**src/rtl/aer_receiver_if.sv**
```systemverilog
// AER receiver bus: asynchronous sender handshake plus the
// first-word-fall-through event stream presented to the consumer.
interface aer_receiver_if;
    logic       AER_nreq;
    logic [9:0] AER_data;
    logic       AER_nack;
    logic       ev_valid;
    logic       ev_ready;
    logic [7:0] ev_x;
    logic [7:0] ev_y;
    logic       ev_pol;

    modport master (
        output AER_nreq, AER_data, ev_ready,
        input  AER_nack, ev_valid, ev_x, ev_y, ev_pol
    );

    modport slave (
        input  AER_nreq, AER_data, ev_ready,
        output AER_nack, ev_valid, ev_x, ev_y, ev_pol
    );
endinterface

```
**src/rtl/aer_receiver.sv**
```systemverilog
// AER receiver: synchronizes the sender request, pairs column words with the
// latest row word and queues the resulting events in a FWFT FIFO.
module aer_receiver #(
    parameter int FIFO_DEPTH = 16,
    parameter int FIFO_AW    = 4
) (
    input  logic               clk,
    input  logic               rst,
    aer_receiver_if.slave      bus,
    output logic [FIFO_AW:0]   fifo_count,
    output logic [15:0]        drop_cnt,
    output logic [15:0]        ev_cnt
);

    localparam logic [1:0] IDLE  = 2'd0;
    localparam logic [1:0] CHECK = 2'd1;
    localparam logic [1:0] ACK   = 2'd2;

    localparam logic [FIFO_AW:0] FULL = (FIFO_AW + 1)'(FIFO_DEPTH);

    logic [1:0]         state;
    logic               sync1;
    logic               nreq_s;
    logic [9:0]         data_q;
    logic [7:0]         row_q;
    logic               row_valid;
    logic               nack_q;
    logic [16:0]        mem [FIFO_DEPTH];
    logic [FIFO_AW-1:0] wr_ptr;
    logic [FIFO_AW-1:0] rd_ptr;
    logic               push;
    logic               pop;
    logic               has_room;

    // Full check uses the registered count, so a same-cycle pop
    // only unblocks the pending column on the following edge.
    assign has_room = fifo_count < FULL;
    assign push     = (state == CHECK) && data_q[9] && row_valid && has_room;
    assign pop      = bus.ev_valid && bus.ev_ready;

    assign bus.ev_valid = fifo_count != '0;
    assign bus.AER_nack = nack_q;
    assign {bus.ev_y, bus.ev_x, bus.ev_pol} = mem[rd_ptr];

    always_ff @(posedge clk or posedge rst) begin
        if (rst) begin
            sync1  <= 1'b1;
            nreq_s <= 1'b1;
        end else begin
            sync1  <= bus.AER_nreq;
            nreq_s <= sync1;
        end
    end

    always_ff @(posedge clk or posedge rst) begin
        if (rst) begin
            state     <= IDLE;
            nack_q    <= 1'b1;
            data_q    <= '0;
            row_q     <= '0;
            row_valid <= 1'b0;
            drop_cnt  <= '0;
            ev_cnt    <= '0;
        end else begin
            case (state)
                IDLE: begin
                    nack_q <= 1'b1;
                    if (!nreq_s) begin
                        data_q <= bus.AER_data;
                        state  <= CHECK;
                    end
                end
                CHECK: begin
                    if (!data_q[9]) begin
                        row_q     <= data_q[7:0];
                        row_valid <= 1'b1;
                        nack_q    <= 1'b0;
                        state     <= ACK;
                    end else if (!row_valid) begin
                        if (drop_cnt != 16'hFFFF)
                            drop_cnt <= drop_cnt + 16'd1;
                        nack_q <= 1'b0;
                        state  <= ACK;
                    end else if (has_room) begin
                        ev_cnt <= ev_cnt + 16'd1;
                        nack_q <= 1'b0;
                        state  <= ACK;
                    end else begin
                        nack_q <= 1'b1;
                    end
                end
                ACK: begin
                    if (nreq_s) begin
                        nack_q <= 1'b1;
                        state  <= IDLE;
                    end
                end
                default: begin
                    nack_q <= 1'b1;
                    state  <= IDLE;
                end
            endcase
        end
    end

    always_ff @(posedge clk or posedge rst) begin
        if (rst) begin
            wr_ptr     <= '0;
            rd_ptr     <= '0;
            fifo_count <= '0;
        end else begin
            if (push)
                wr_ptr <= wr_ptr + 1'b1;
            if (pop)
                rd_ptr <= rd_ptr + 1'b1;
            case ({push, pop})
                2'b10:   fifo_count <= fifo_count + 1'b1;
                2'b01:   fifo_count <= fifo_count - 1'b1;
                default: fifo_count <= fifo_count;
            endcase
        end
    end

    always_ff @(posedge clk) begin
        if (push)
            mem[wr_ptr] <= {row_q, data_q[8:1], data_q[0]};
    end

endmodule

```
**src/flat_wrapper.sv**
```systemverilog
// flat-port wrapper written by rule: the top's interface ports become plain ports
module aer_receiver_flat 
#(
    parameter int FIFO_DEPTH = 16,
    parameter int FIFO_AW    = 4
)
  (clk, rst, fifo_count, drop_cnt, ev_cnt, bus_AER_nreq, bus_AER_data, bus_ev_ready, bus_AER_nack, bus_ev_valid, bus_ev_x, bus_ev_y, bus_ev_pol);
  aer_receiver_if bus_i ();
  input  logic clk;
  input  logic rst;
  output logic [FIFO_AW:0] fifo_count;
  output logic [15:0] drop_cnt;
  output logic [15:0] ev_cnt;
  input wire logic [$bits(bus_i.AER_nreq)-1:0] bus_AER_nreq;
  input wire logic [$bits(bus_i.AER_data)-1:0] bus_AER_data;
  input wire logic [$bits(bus_i.ev_ready)-1:0] bus_ev_ready;
  output wire logic [$bits(bus_i.AER_nack)-1:0] bus_AER_nack;
  output wire logic [$bits(bus_i.ev_valid)-1:0] bus_ev_valid;
  output wire logic [$bits(bus_i.ev_x)-1:0] bus_ev_x;
  output wire logic [$bits(bus_i.ev_y)-1:0] bus_ev_y;
  output wire logic [$bits(bus_i.ev_pol)-1:0] bus_ev_pol;
  assign bus_i.AER_nreq = bus_AER_nreq;
  assign bus_i.AER_data = bus_AER_data;
  assign bus_i.ev_ready = bus_ev_ready;
  assign bus_AER_nack = bus_i.AER_nack;
  assign bus_ev_valid = bus_i.ev_valid;
  assign bus_ev_x = bus_i.ev_x;
  assign bus_ev_y = bus_i.ev_y;
  assign bus_ev_pol = bus_i.ev_pol;
  aer_receiver #(.FIFO_DEPTH(FIFO_DEPTH), .FIFO_AW(FIFO_AW)) u_core (.clk(clk), .rst(rst), .bus(bus_i), .fifo_count(fifo_count), .drop_cnt(drop_cnt), .ev_cnt(ev_cnt));
endmodule
```
**config.mk**
```make
export PLATFORM = sky130hd
export DESIGN_NAME = aer_receiver_flat
export DESIGN_NICKNAME = d
export VERILOG_FILES = /design/src/rtl/aer_receiver_if.sv /design/src/rtl/aer_receiver.sv /design/src/flat_wrapper.sv
export SDC_FILE = /design/constraint.sdc
export NUM_CORES = 1
export LEC_CHECK = 0
export CAP_MARGIN = 40
export CORE_ASPECT_RATIO = 0.6
export CORE_MARGIN = 2
export CORE_UTILIZATION = 60
export DETAILED_ROUTE_END_ITERATION = 8
export GPL_TIMING_DRIVEN = 0
export PLACE_DENSITY = 0.8
export SYNTH_ARGS = -nofsm -noshare
export SYNTH_HDL_FRONTEND = slang
export SYNTH_SLANG_ARGS = --single-unit
```
**constraint.sdc**
```tcl
create_clock -name clk -period 4.8 [get_ports clk]
set_input_delay 0.48 -clock clk [delete_from_list [all_inputs] [get_ports clk]]
set_output_delay 0.48 -clock clk [all_outputs]
set_load 0.01 [all_outputs]
```
# Word level (Yosys, flattened, before mapping)
# Memories as Yosys holds them, arrays and structs flattened.
# Index checks and enable logic that the tools add are counted.
[totals]
out_inout_bits = 56
memories = 1
register_bits = 69
ramBits = 272
elab_cells = 57
in_bits = 14
[op_classes]
n_reduce_logical = 12
n_bitwise = 3
eq_ne = 8
addsub = 6
order_cmp = 1
mux = 14
[mem_list]
columns = ["memory", "depth", "word_bits", "read_ports", "rd_ports_with_merged_regs", "write_ports", "line", "rtl"]
rows = [
  ["u_core.mem", 16, 17, 1, 0, 1, "aer_receiver.sv:28", "logic [16:0] mem [FIFO_DEPTH];"],
]
[op_table]
columns = ["operator", "count"]
rows = [
  ["16-bit by 1-bit adder with 16-bit output, second input constant", 2],
  ["16-bit inequality test, second input constant", 1],
  ["2-bit 2-to-1 mux", 5],
  ["5-bit case mux with 2 select lines", 1],
  ["4-bit by 1-bit adder with 4-bit output, second input constant", 2],
  ["4-bit AND reduction", 2],
  ["1-bit 2-to-1 mux", 6],
  ["2-bit case mux with 3 select lines", 1],
  ["5-bit by 1-bit adder with 5-bit output, second input constant", 1],
  ["5-bit < comparator, second input constant", 1],
  ["5-bit nonzero test", 1],
  ["5-bit by 1-bit subtractor with 5-bit output, second input constant", 1],
  ["2-bit by 1-bit == test with 1-bit output, second input constant", 2],
  ["2-bit == test, second input constant", 2],
  ["1-bit logical AND", 4],
  ["4-bit inequality test, second input constant", 1],
  ["2-bit AND reduction", 2],
  ["1-bit inverter", 3],
  ["3-bit AND reduction", 1],
  ["2-bit zero test", 1],
  ["2-bit by 1-bit inequality test with 1-bit output, second input constant", 1],
  ["2-bit inequality test, second input constant", 1],
  ["1-bit case mux with 2 select lines", 1],
  ["2-bit nonzero test", 1],
]

# Longest topological paths before layout
[logic_depth]
depth_word = 6
depth_mapped = 12
mapped_depth_nobuf = 11

# Worst setup path before layout
# OpenSTA, ideal clock, no wires.
[synth_path]
path_type = "register to register"
from = "register u_core.fifo_count[1]"
to = "register u_core.fifo_count[4]"
path_buffers = 1
path_stages_with_launch = 12
setup_time_ns = 0.129
period_less_slack_ns = 2.781
t_arrival_ns = 2.652
path_slack_ns = 2.019
cell_sequence = "dfrtp_1 -> nor4_1 -> nand2_1 -> and2_1 -> clkbuf_1 -> ha_1 -> ha_1 -> nor2b_1 -> o21ai_0 -> a21oi_1 -> or3b_2 -> xnor2_1"
[synth_via]
elab_chain_len = 4
word_cells_on_any_way = 10
[synth_rtl]
columns = ["element", "line", "rtl"]
rows = [
  ["start, declared", "aer_receiver.sv:10", "output logic [FIFO_AW:0] fifo_count,"],
  ["start signal, assigned", "aer_receiver.sv:117", "2'b10: fifo_count <= fifo_count + 1'b1;"],
  ["start signal, assigned", "aer_receiver.sv:118", "2'b01: fifo_count <= fifo_count - 1'b1;"],
  ["start signal, assigned", "aer_receiver.sv:119", "default: fifo_count <= fifo_count;"],
  ["5-bit nonzero test (*)", "aer_receiver.sv:41", "assign bus.ev_valid = fifo_count != '0;"],
  ["net bus_ev_valid", "flat_wrapper.sv:18", "output wire logic [$bits(bus_i.ev_valid)-1:0] bus_ev_valid;"],
  ["1-bit logical AND (*)", "aer_receiver.sv:39", "assign pop = bus.ev_valid && bus.ev_ready;"],
  ["net u_core.pop", "aer_receiver.sv:32", "logic pop;"],
  ["2-bit by 1-bit == test with 1-bit output or 2-bit == test (tied branches)", "aer_receiver.sv:116", "case ({push, pop})"],
  ["5-bit case mux with 2 select lines or 2-bit nonzero test (tied branches)", "--", ""],
]
# The timed path passes the listed nets; every way through them passes the cells marked *.
# A chain may end at the register's enable or synchronous reset.

# Final worst setup path
[layout_path]
from = "register u_core.rd_ptr[1]"
to = "output bus_ev_y[5]"
[layout_via]
elab_chain_len = 1
[layout_rtl]
columns = ["element", "line", "rtl"]
rows = [
  ["start, declared", "aer_receiver.sv:30", "logic [FIFO_AW-1:0] rd_ptr;"],
  ["start signal, assigned", "aer_receiver.sv:115", "rd_ptr <= rd_ptr + 1'b1;"],
  ["memory read 16 x 17 bit", "--", ""],
  ["end, declared", "flat_wrapper.sv:20", "output wire logic [$bits(bus_i.ev_y)-1:0] bus_ev_y;"],
]
# Every way passes these cells.

==> impl_metrics.ini <==
[sta]
timing.hold.ws_ns = 0.286
drv_slew = 0
max_freq_ghz = 0.252
worstMarginPinSlew_ns = 0.946
min_period_ns = 3.98
hold_violations = 0
setup-violations-final = 0
fin_tns_setup_ns = 0
relSlewSlack = 0.370
clock_skew_ns = 0.0140
layout_setup_ws_ns = 0.824
rsz0062_at_grt = no
period_share = 0.828

[logic_synthesis]
synthesis.area_um2 = 13600
synthFlopType = edfxtp_1
synth.most_common_cell = edfxtp_1
netlist_top_cells_area = edfxtp_1 (60%), dfrtp_1 (12%), mux4_2 (5.6%), mux2i_1 (5.1%), a221oi_1 (2.2%)
syn_inst = 764
synth.net_count = 790
async_reset_ff_frac = 0.202
synth_edf_count = 272
synth_commonest_cells = edfxtp_1 (272), mux2i_1 (69), dfrtp_1 (66)
yosysTopAreaCell = edfxtp_1
avgSynthCellArea_um2 = 17.8
ys_seq_area_frac = 0.728
yosysWarnings = 0
synth_top_area_frac = 0.601
ys_seq_elements = 341
synth_cell_types = 50

[floorplanning]
dieArea_um2 = 23900
coreArea_um2 = 22100
row_count = 42
start_util = 0.615
die_h_um = 121
io_pins = 70
die_w_um = 198

[detailed_routing]
dr_total_vias = 7526
drt-initial-drc-count = 784
drc = 0
wl_per_cell_um = 25.1
totalWireLength_mm = 30.4
drtAntennaViolNets = 0
drt_first_pass_iters = 5
viasPerCell = 6.22

[finish]
nFillCells = 1285
fin_cells = 1210
nets = 903
multi_input_area_um2 = 3480
layout.area.seq_um2 = 9900
drive_above_1_share = 0.165
area_delta_synth_final_pct = 16.6
antenna_cells = 0
final_area_um2 = 15900

[critical_path]
arrival_ns = 3.50
crit_type = register to output pin
r2r_cells = 12
regToRegSetupSlack_ns = 1.65
worstSetupStartpoint = u_core.rd_ptr[1]$_DFFE_PP0P_
crit_path_end_kind = output pin
crit_end = bus_ev_y[5]
r2r_end = u_core.fifo_count[4]$_DFFE_PP0P_
cp-start-kind = register
critPathMaxFanout = 10
worstReg2RegStart = u_core.fifo_count[4]$_DFFE_PP0P_
crit_required_ns = 4.32

[clock_tree]
clockRootBuffer = clkbuf_16
clock_sinks = 341
cts_resized = 0
cts_buffers = 31
tritoncts = built
clkTransAtPathRegs_ns = 0.07
clk_latency_ns = 0.56
htree_levels = 1
holdBufCountCts = 0
postCtsSetupRepairBufs = 0
cts_max_path_buffers = 3

[power]
vdd_drop_max_uv = 417
p_leak_uw = 0.00565
p_per_area_nw_per_um2 = 607

[worst_hold_path]
hold_path.class = primary input to asynchronous set/reset pin

[global_routing]
gr-total-overflow = 0
antenna_found_initial = 0
grt_pass1_wl_mm = 45.3
grt_pass1_vias = 7597
track_usage = 0.262
grt_max_degree = 41

[place]
io_buffers = 69
dp_cells = 1150
post-place-ws_ns = 1.53
place.gp.congestion = 0.824
hpwl_mm = 20.0
dpl-instance-area_um2 = 14800

[flow_run]
drv_cap = 0

[status]
status = finished clean
-- worst max-delay path: stages (launching register included) --
cell	delay, ns
dfrtp_1	0.39
buf_2	0.20
and2_1	0.20
clkbuf_1	0.21
buf_2	0.25
a221oi_1	0.78
o21ai_0	0.22
nand2_1	0.14
clkdlybuf4s50_1	0.54
-- how the worst min path moves through the flow --
stage	end	cells after the start	from
detailed placement	u_core.nreq_s$_DFF_PP1_	0	u_core.sync1$_DFF_PP1_
global placement	u_core.nreq_s$_DFF_PP1_	0	u_core.sync1$_DFF_PP1_
finish	u_core.ev_cnt[2]$_DFFE_PP0P_	2	rst
global route	u_core.ev_cnt[0]$_DFFE_PP0P_	2	rst
floorplan	u_core.nreq_s$_DFF_PP1_	0	u_core.sync1$_DFF_PP1_
CTS	u_core.ev_cnt[1]$_DFFE_PP0P_	2	rst
-- where the power goes --
group          switching [uW]  internal [uW]
registers                 561           3770
clock network            1030           1420
logic                    1560           1280
-- area by class of cell --
class,count,area share
multi-input combinational,378,0.219
timing repair buffer,80,0.0543
inverter,10,0.00252
tap,308,0.0243
clock buffer,40,0.0517
clock inverter,18,0.0122
sequential,341,0.624
buffer,35,0.0116
-- layout by cell type (no fill, tap or decap), drive strengths merged, types with 11 or more instances in the layout --
cell type / n
nor2: 12
clkinv: 12
nand2: 43
ha: 11
mux4: 34
inv: 11
o21ai: 21
xor2: 11
clkdlybuf4s50: 69
dfrtp: 66
xnor2: 25
a221oi: 34
edfxtp: 272
and2: 14
a22oi: 17
mux2i: 69
nand3: 12
buf: 33
mux2: 21
clkbuf: 53
-- stage by stage --
stage / utilization / power (uW)
finish: 0.717 / 9630
global route: 0.717 / 9990
CTS: 0.715 / 9610
detailed placement: 0.670 / 7160
global placement: 0.663 / 7010
floorplan: - / 5840
-- flip-flops by register name, summed over array words and instances, names as in the netlist --
signal and cells:
u_core.mem 272, u_core.sync1 1, u_core.fifo_count 5, u_core.rd_ptr 4, u_core.row_q 8, u_core.state 2, u_core.drop_cnt 16, u_core.nreq_s 1
u_core.bus.AER_nack 1, u_core.ev_cnt 16, u_core.wr_ptr 4, u_core.data_q 10, u_core.row_valid 1
-- metal layers --
metal  track usage  routed length (um)  vias up
li1              -                   -     3241
met1         0.388               12800     3873
met2         0.398               14000      368
met3        0.0711                3090       44
met4        0.0475                 471        0
met5             0                   0        -
-- cell families (layout without fill, tap and decap cells) --
| logic type | count (synthesis) | after routing | share of synthesized area |
|---|---|---|---|
| AO/OA/AOI/OAI | 84 | 84 | 0.0461 |
| AND/OR/NAND/NOR | 122 | 122 | 0.0497 |
| XOR/XNOR | 36 | 36 | 0.0237 |
| adder cells (fa/ha/maj) | 12 | 12 | 0.0116 |
| flip-flops | 341 | 341 | 0.728 |
| multiplexers | 124 | 124 | 0.125 |
| buffers and inverters | 45 | 183 | 0.0163 |
No activity file was read; power rests on OpenSTA's default activity.
